--- config.mk ---
export PLATFORM = sky130hd
export DESIGN_NAME = demo_serial_transmitter
export DESIGN_NICKNAME = d
export VERILOG_FILES = /design/src/rtl/demo_serial_transmitter.sv
export SDC_FILE = /design/constraint.sdc
export NUM_CORES = 1
export LEC_CHECK = 0
export CORE_ASPECT_RATIO = 1.25
export CORE_MARGIN = 3
export CORE_UTILIZATION = 25
export CTS_CLUSTER_SIZE = 28
export DETAILED_ROUTE_END_ITERATION = 10
export DONT_BUFFER_PORTS = 1
export GPL_TIMING_DRIVEN = 0
export SLEW_MARGIN = 30
export SYNTH_ARGS = -nofsm -noshare
export SYNTH_HDL_FRONTEND = slang
export SYNTH_SLANG_ARGS = --single-unit
--- constraint.sdc ---
create_clock -name clk -period 2.1 [get_ports clk]
set_clock_uncertainty 0.1 [all_clocks]
set_input_delay 0.315 -clock clk [delete_from_list [all_inputs] [get_ports clk]]
set_output_delay 0.315 -clock clk [all_outputs]
set_load 0.01 [all_outputs]
--- src/rtl/demo_serial_transmitter.sv ---
// Serial transmitter for the demo board-to-board link: start bit, LSB-first data,
// optional even parity, stop bit; every line value is held CLKS_PER_BIT clocks.
module demo_serial_transmitter #(
    parameter int DATA_BITS    = 8,
    parameter int CLKS_PER_BIT = 16,
    parameter int PARITY_EN    = 1
) (
    input  logic                 clk,
    input  logic                 reset,
    input  logic                 tx_valid,
    input  logic [DATA_BITS-1:0] tx_data,
    output logic                 tx_ready,
    output logic                 tx_serial,
    output logic                 busy,
    output logic                 complete,
    output logic [4:0]           bit_count
);

    localparam int               DIV_W      = $clog2(CLKS_PER_BIT);
    localparam logic [DIV_W-1:0] DIV_LAST   = DIV_W'(CLKS_PER_BIT - 1);
    localparam logic [4:0]       COUNT_LAST = 5'(DATA_BITS - 1);
    localparam logic [4:0]       COUNT_FULL = 5'(DATA_BITS);

    typedef enum logic [2:0] {
        S_IDLE,
        S_START,
        S_DATA,
        S_PARITY,
        S_STOP
    } state_t;

    state_t               state_reg, state_next;
    logic [DIV_W-1:0]     div_reg, div_next;
    logic [DATA_BITS-1:0] shift_reg, shift_next;
    logic                 parity_reg, parity_next;
    logic [4:0]           count_reg, count_next;
    logic                 tx_serial_next, tx_ready_next, busy_next, complete_next;
    logic                 accept, div_last;

    assign accept    = tx_valid && (state_reg == S_IDLE);
    assign div_last  = (div_reg == DIV_LAST);
    assign bit_count = count_reg;

    always_ff @(posedge clk or negedge reset) begin
        if (!reset) begin
            state_reg  <= S_IDLE;
            div_reg    <= '0;
            shift_reg  <= '0;
            parity_reg <= 1'b0;
            count_reg  <= '0;
            tx_serial  <= 1'b1;
            tx_ready   <= 1'b1;
            busy       <= 1'b0;
            complete   <= 1'b0;
        end else begin
            state_reg  <= state_next;
            div_reg    <= div_next;
            shift_reg  <= shift_next;
            parity_reg <= parity_next;
            count_reg  <= count_next;
            tx_serial  <= tx_serial_next;
            tx_ready   <= tx_ready_next;
            busy       <= busy_next;
            complete   <= complete_next;
        end
    end

    always_comb begin
        state_next = state_reg;
        case (state_reg)
            S_IDLE:   if (accept) state_next = S_START;
            S_START:  if (div_last) state_next = S_DATA;
            S_DATA: begin
                if (div_last && (count_reg == COUNT_LAST))
                    state_next = (PARITY_EN != 0) ? S_PARITY : S_STOP;
            end
            S_PARITY: if (div_last) state_next = S_STOP;
            S_STOP:   if (div_last) state_next = S_IDLE;
            default:  state_next = S_IDLE;
        endcase
    end

    // Datapath and registered-output next values; the line value is derived from
    // the state being entered so it lines up with the state register.
    always_comb begin
        div_next    = (state_reg == S_IDLE || div_last) ? '0 : div_reg + 1'b1;
        shift_next  = shift_reg;
        parity_next = parity_reg;
        count_next  = count_reg;

        if (accept) begin
            shift_next  = tx_data;
            parity_next = ^tx_data;
            count_next  = '0;
        end else if (state_reg == S_DATA && div_last) begin
            shift_next = shift_reg >> 1;
            if (count_reg != COUNT_FULL)
                count_next = count_reg + 5'd1;
        end

        case (state_next)
            S_START:  tx_serial_next = 1'b0;
            S_DATA:   tx_serial_next = shift_next[0];
            S_PARITY: tx_serial_next = parity_reg;
            default:  tx_serial_next = 1'b1;
        endcase

        tx_ready_next = (state_next == S_IDLE);
        busy_next     = (state_next != S_IDLE);
        complete_next = (state_reg == S_STOP) && div_last;
    end

endmodule

-- Yosys cells after proc, flatten, opt, wreduce, memory -nomap -nowiden
Index checks and enable logic that the tools add are counted.
- add/sub/neg operators: 2
- equal/unequal tests: 10
- mux-type cells: 13
- reduce and logical (&&, ||, !) cells: 12
- operator list (kind ; count):
    $mux W8 ; 2
    $mux W3 ; 5
    $mux W5 ; 3
    $pmux W3 S5 ; 1
    $eq A3 B2 Y1 const B ; 4
    $reduce_xor A8 Y1 ; 1
    $eq A3 B1 Y1 const B ; 2
    $logic_not A3 Y1 ; 2
    $add A5 B1 Y5 const B ; 1
    $eq A5 B3 Y1 const B ; 1
    $ne A5 B4 Y1 const B ; 1
    $add A4 B1 Y4 const B ; 1
    $eq A4 B4 Y1 const B ; 1
    $logic_and A1 B1 Y1 ; 4
    $mux W4 ; 1
    $reduce_bool A2 Y1 ; 2
    $eq A3 B3 Y1 const B ; 1
    $pmux W1 S3 ; 1
    $reduce_bool A3 Y1 ; 1
    $reduce_and A2 Y1 ; 1
    $logic_or A1 B1 Y1 ; 1
- bits in registers: 25
- logic and storage cells: 47

-- Longest topological paths before layout
- word-level depth: 6
- depth in mapped cells: 6

-- Worst setup path before layout
OpenSTA, ideal clock, no wires.
- path kind: reg2reg
- from: register div_reg[0]
- to: register busy
- library setup time: 131 ps
- arrival time: 1375 ps
- required time: 1869 ps
- slack: 493 ps
- stages on the path, launching flop included: 7
- buffers on the path: 1
- clock period less this slack: 1607 ps
- path through: dfrtp_1 > ha_1 > and3_1 > buf_4 > nand3_1 > a221oi_2 > or3_1
- longest elaborated chain between the ends: 5
- elaborated cells between the ends (all ways): 8
- those cells by class: eq/ne (1); mux (5); reduce/logical (2)
- RTL lines (element ; RTL line ; text):
    from (decl) ; 33 ; logic [DIV_W-1:0] div_reg, div_next;
    from (signal assigned) ; 57 ; div_reg <= div_next;
    $eq A4 B4 Y1 * ; 41 ; assign div_last = (div_reg == DIV_LAST);
    $logic_and A1 B1 Y1 ; 74 ; if (div_last && (count_reg == COUNT_LAST))
    $mux W3 ; 74 ;
    $pmux W3 S5 * ; 70 ; case (state_reg)
    via state_next[0] ; 32 ; state_t state_reg, state_next;
    $reduce_bool A3 Y1 * ; 109 ; busy_next = (state_next != S_IDLE);
    via busy_next ; 37 ; logic tx_serial_next, tx_ready_next, busy_next, complete_next;
    to (signal assigned) ; 63 ; busy <= busy_next;
    to (decl) ; 14 ; output logic busy,
Mark *: on every way through the listed nets, which the timed path passes. The rest lies on a longest branch.
A chain may end at the register's enable or synchronous reset.

-- Worst setup path in the final report
- from: register state_reg[2]
- to: register shift_reg[5]
- longest elaborated chain between the ends: 3
- elaborated cells between the ends (all ways): 6
- those cells by class: eq/ne (1); mux (1); reduce/logical (4)
- RTL lines (element ; RTL line ; text):
    from (decl) ; 32 ;
    from (signal assigned) ; 56 ; state_reg <= state_next;
    $eq A3 B2 Y1 / $logic_not A3 Y1 (equally long branches) ; 95, 40 ;
    $logic_and A1 B1 Y1 (on tied branches) ; 95, 40 ;
    $reduce_bool A2 Y1 (no source line) / $mux W8 (equally long branches) ; n/a ;
    to (signal assigned) ; 58 ; shift_reg <= shift_next;
    to (decl) ; 34 ; logic [DATA_BITS-1:0] shift_reg, shift_next;
Several ways; a longest one is shown, not always the timed one.

==> run summary <==
The worst hold path belongs to the class in2reg. The register with the most flip-flops in the layout has 8 of them. The maximum fanout along the worst path came out at 10. The final max-slew violation count is 0.

For this run, the slowest stage of the critical path takes 0.43 ns. The initial antenna violation count is 0. The type of the worst setup path is reg2reg. Setup repair after global routing left no endpoint under its margin. Walking the worst path, the cells encountered are buf_2 > nor3b_1 > nand2_2 > mux2i_1 > o21ai_0. The number of buffers between clock root and the deepest sink is 2.

The total negative slack for setup checks is 0 ns. The leftover overflow at the end of global routing is 0. The count of cell types in the netlist came out at 33.

The initial utilization of the core area, before any placement, comes to 26.2%. The data arrival time of the worst path is 1.85 ns. Once the clock tree was built, the setup fixing pass inserted 0 buffers. The worst path uses 84.2% of the clock period. The placed wire-length estimate came out at 1.81 mm. STA classifies the critical path endpoint as a flop. The normalized max-slew margin came out at 68.0%.

The post-synthesis to final-layout area growth came out at 12.1%. The net total in the final layout came out at 139. The routed layout has 864 vias.

For this design the static power due to leakage is 0.589 nW. The synthesis warning total came out at 0. The via count of the first global-routing pass is 924. The share of async-settable or async-resettable flops after synthesis is 100%. The area of all placed cells without fillers is 1400 µm². The top-level port count came out at 20. The number of fill cells is 521. The wire length of the first global-routing pass came out at 4.23 mm.

The pin count of the biggest net entering global routing is 26. The placed cell count is 178. The sequential element share of the synthesized area is 50.4%. The power density over the cells is 566 nW/µm². The required time at the worst-slack endpoint came out at 2.18 ns. The number of nets with antenna violations after routing is 0. The post-route worst setup slack is 0.331 ns.

TritonCTS built the clock tree. The fraction of final layout cells with drive strength greater than 1 is 12.9%. The net count after synthesis is 132. The flow ran to the end, and the final reports show no timing, DRC or antenna violations. The final layout contains routed wiring with a total length of 2.41 mm. The number of failing hold endpoints at the final stage is 0. The initial DRC count came out at 13. The die height came out at 85.0 µm. The post-synthesis average cell area came out at 10.6 µm². After detailed routing, the average wire length per cell comes to 13.1 µm. The pin slew with the least headroom to its limit is 0.476 ns.

CTS built an H-tree with a depth of 1. The total DRC errors in the routed layout is 0. The achievable clock frequency is 0.565 GHz. The library cell used as clock root buffer is clkbuf_8.

The summed instance area of the synthesized netlist came out at 1250 µm². The placer congestion estimate is 0.725. The final cell count without fillers is 184. In the layout the commonest cells are 23 x dfrtp_1, 10 x xnor2_1, 10 x nand2_1. In the synthesized netlist the dominant register cell turns out to be dfrtp_1. The number of buffers added on ports is 0. The master of the slowest instance on the critical path is nor3b_1.

The number of CTS-inserted buffers came out at 3. The synthesis-stage register bit count is 25. The count of mapped cells out of synthesis is 118. The worst slack after detailed placement came out at 0.326 ns. The number of enable-type register cells in the synthesized netlist is 0. The via count normalized by instance count came out at 4.70.

The minimum period implied by the final worst setup slack is 1.77 ns. The standard-cell row count came out at 28. Setup violations remaining at the end of the flow were counted as 0. The commonest non-fill, non-tap cell in the layout is dfrtp_1. STA classifies the critical path startpoint as a flop. The floorplan die width is 69.2 µm. Clock tree synthesis found a total of 25 sinks. The die area is 5880 µm². The clock latency at the later pin of the worst-skew pair is 0.26 ns. The number of max-cap violations came out at 0.

The global-route usage over all layers came out at 8.65%. After floorplanning, the core was sized to cover 4760 µm². The final core area utilization came out at 29.4%. The placed cell area is 1320 µm².

The pre-antenna-repair detailed-routing pass consisted of 4 iterations. After clock tree synthesis, the clock-pin slew on the worst setup and hold paths is 0.08 ns. IR analysis of the VDD net gives a maximum drop of 0.325 mV. 0 antenna diodes ended up in the layout.
[repair_timing]
| action | in CTS | in global routing |
|---|---|---|
| hold endpoints to repair | 25 | 0 |
| setup endpoints to repair | 0 | 0 |
| gates resized for setup | 0 | 0 |
| hold buffers | 2 | 0 |
[final timing paths]
| kind | startpoint | endpoint | slack, ns | cells past startpoint |
|---|---|---|---|---|
| worst max-delay path | state_reg[2]$_DFF_PN0_ | shift_reg[5]$_DFFE_PN0P_ | 0.33 | 5 |
| worst max register to register | state_reg[2]$_DFF_PN0_ | shift_reg[5]$_DFFE_PN0P_ | 0.33 | 5 |
| min in group asynchronous | reset | shift_reg[4]$_DFFE_PN0P_ | 0.38 | 2 |
| worst min-delay path | tx_data[3] | shift_reg[3]$_DFFE_PN0P_ | 0.07 | 2 |
| max in group asynchronous | reset | tx_ready$_DFF_PN1_ | 1.30 | 2 |
| worst min register to register | div_reg[0]$_DFF_PN0_ | div_reg[0]$_DFF_PN0_ | 0.39 | 1 |
[cell families after synthesis]
logic type	Yosys count	synth area share, %
AO/OA/AOI/OAI	18	8.83
XOR/XNOR	13	9.13
adder cells (fa/ha/maj)	3	3.01
buffers and inverters	8	3.41
flip-flops	25	50.4
multiplexers	8	6.42
AND/OR/NAND/NOR	43	18.9
[worst max-delay path: cells and delay by family (launching register included)]
family / cells / cell delay (ns)
compound gates: 1 / 0.17
buf+inv: 1 / 0.18
flops: 1 / 0.37
mux: 1 / 0.17
simple gates: 2 / 0.71
[cell type report]
| type | instances | area, µm² | share of cell area (%) |
|---|---|---|---|
| Inverter | 4 | 15.0 | 1.07 |
| Buffer | 4 | 27.5 | 1.97 |
| Multi-Input combinational cell | 85 | 577 | 41.2 |
| Tap cell | 60 | 75.1 | 5.37 |
| Clock inverter | 1 | 5.00 | 0.358 |
| Clock buffer | 3 | 41.3 | 2.95 |
| Sequential cell | 25 | 628 | 44.9 |
| Timing Repair Buffer | 2 | 30.0 | 2.15 |
[metrics by stage]
stage,hold WS [ns],power [W]
detailed placement,-0.0799,0.000515
finish,0.0694,0.000792
global placement,-0.0799,0.000515
CTS,0.0625,0.000808
global route,0.0575,0.000835
floorplan,-0.0806,0.000513
[where the power goes]
group | switching, W | internal (W) | leakage [nW] | total [W]
Sequential | 0 | 0.000481 | 0.291 | 0.000481
Clock | 0.000140 | 0.000132 | 0.0255 | 0.000272
Combinational | 0.0000191 | 0.0000201 | 0.272 | 0.0000392
Total | 0.000159 | 0.000633 | 0.589 | 0.000792
[per-layer routing]
layer	wire, µm	global-route usage, %	vias to the layer above
li1	-	-	422
met1	1090	11.3	424
met2	1180	14.7	18
met3	132	2.13	0
met4	0	1.60	0
met5	0	0	-
[synthesized netlist by cell type (all sizes together) (2+ instances only)]
cell type	count	area (µm²)
nor3b	2	15.0
nand2	11	43.8
xor2	3	26.3
a21oi	4	20.0
nor2	9	33.8
nand4	3	18.8
xnor2	10	87.6
and2	3	18.8
dfstp	2	52.6
dfrtp	23	576
mux2i	8	80.1
inv	4	15.0
buf	4	27.5
o21ai	9	45.0
nor3	4	20.0
ha	3	37.5
nand3	3	15.0
No activity file was read; power rests on OpenSTA's default activity.
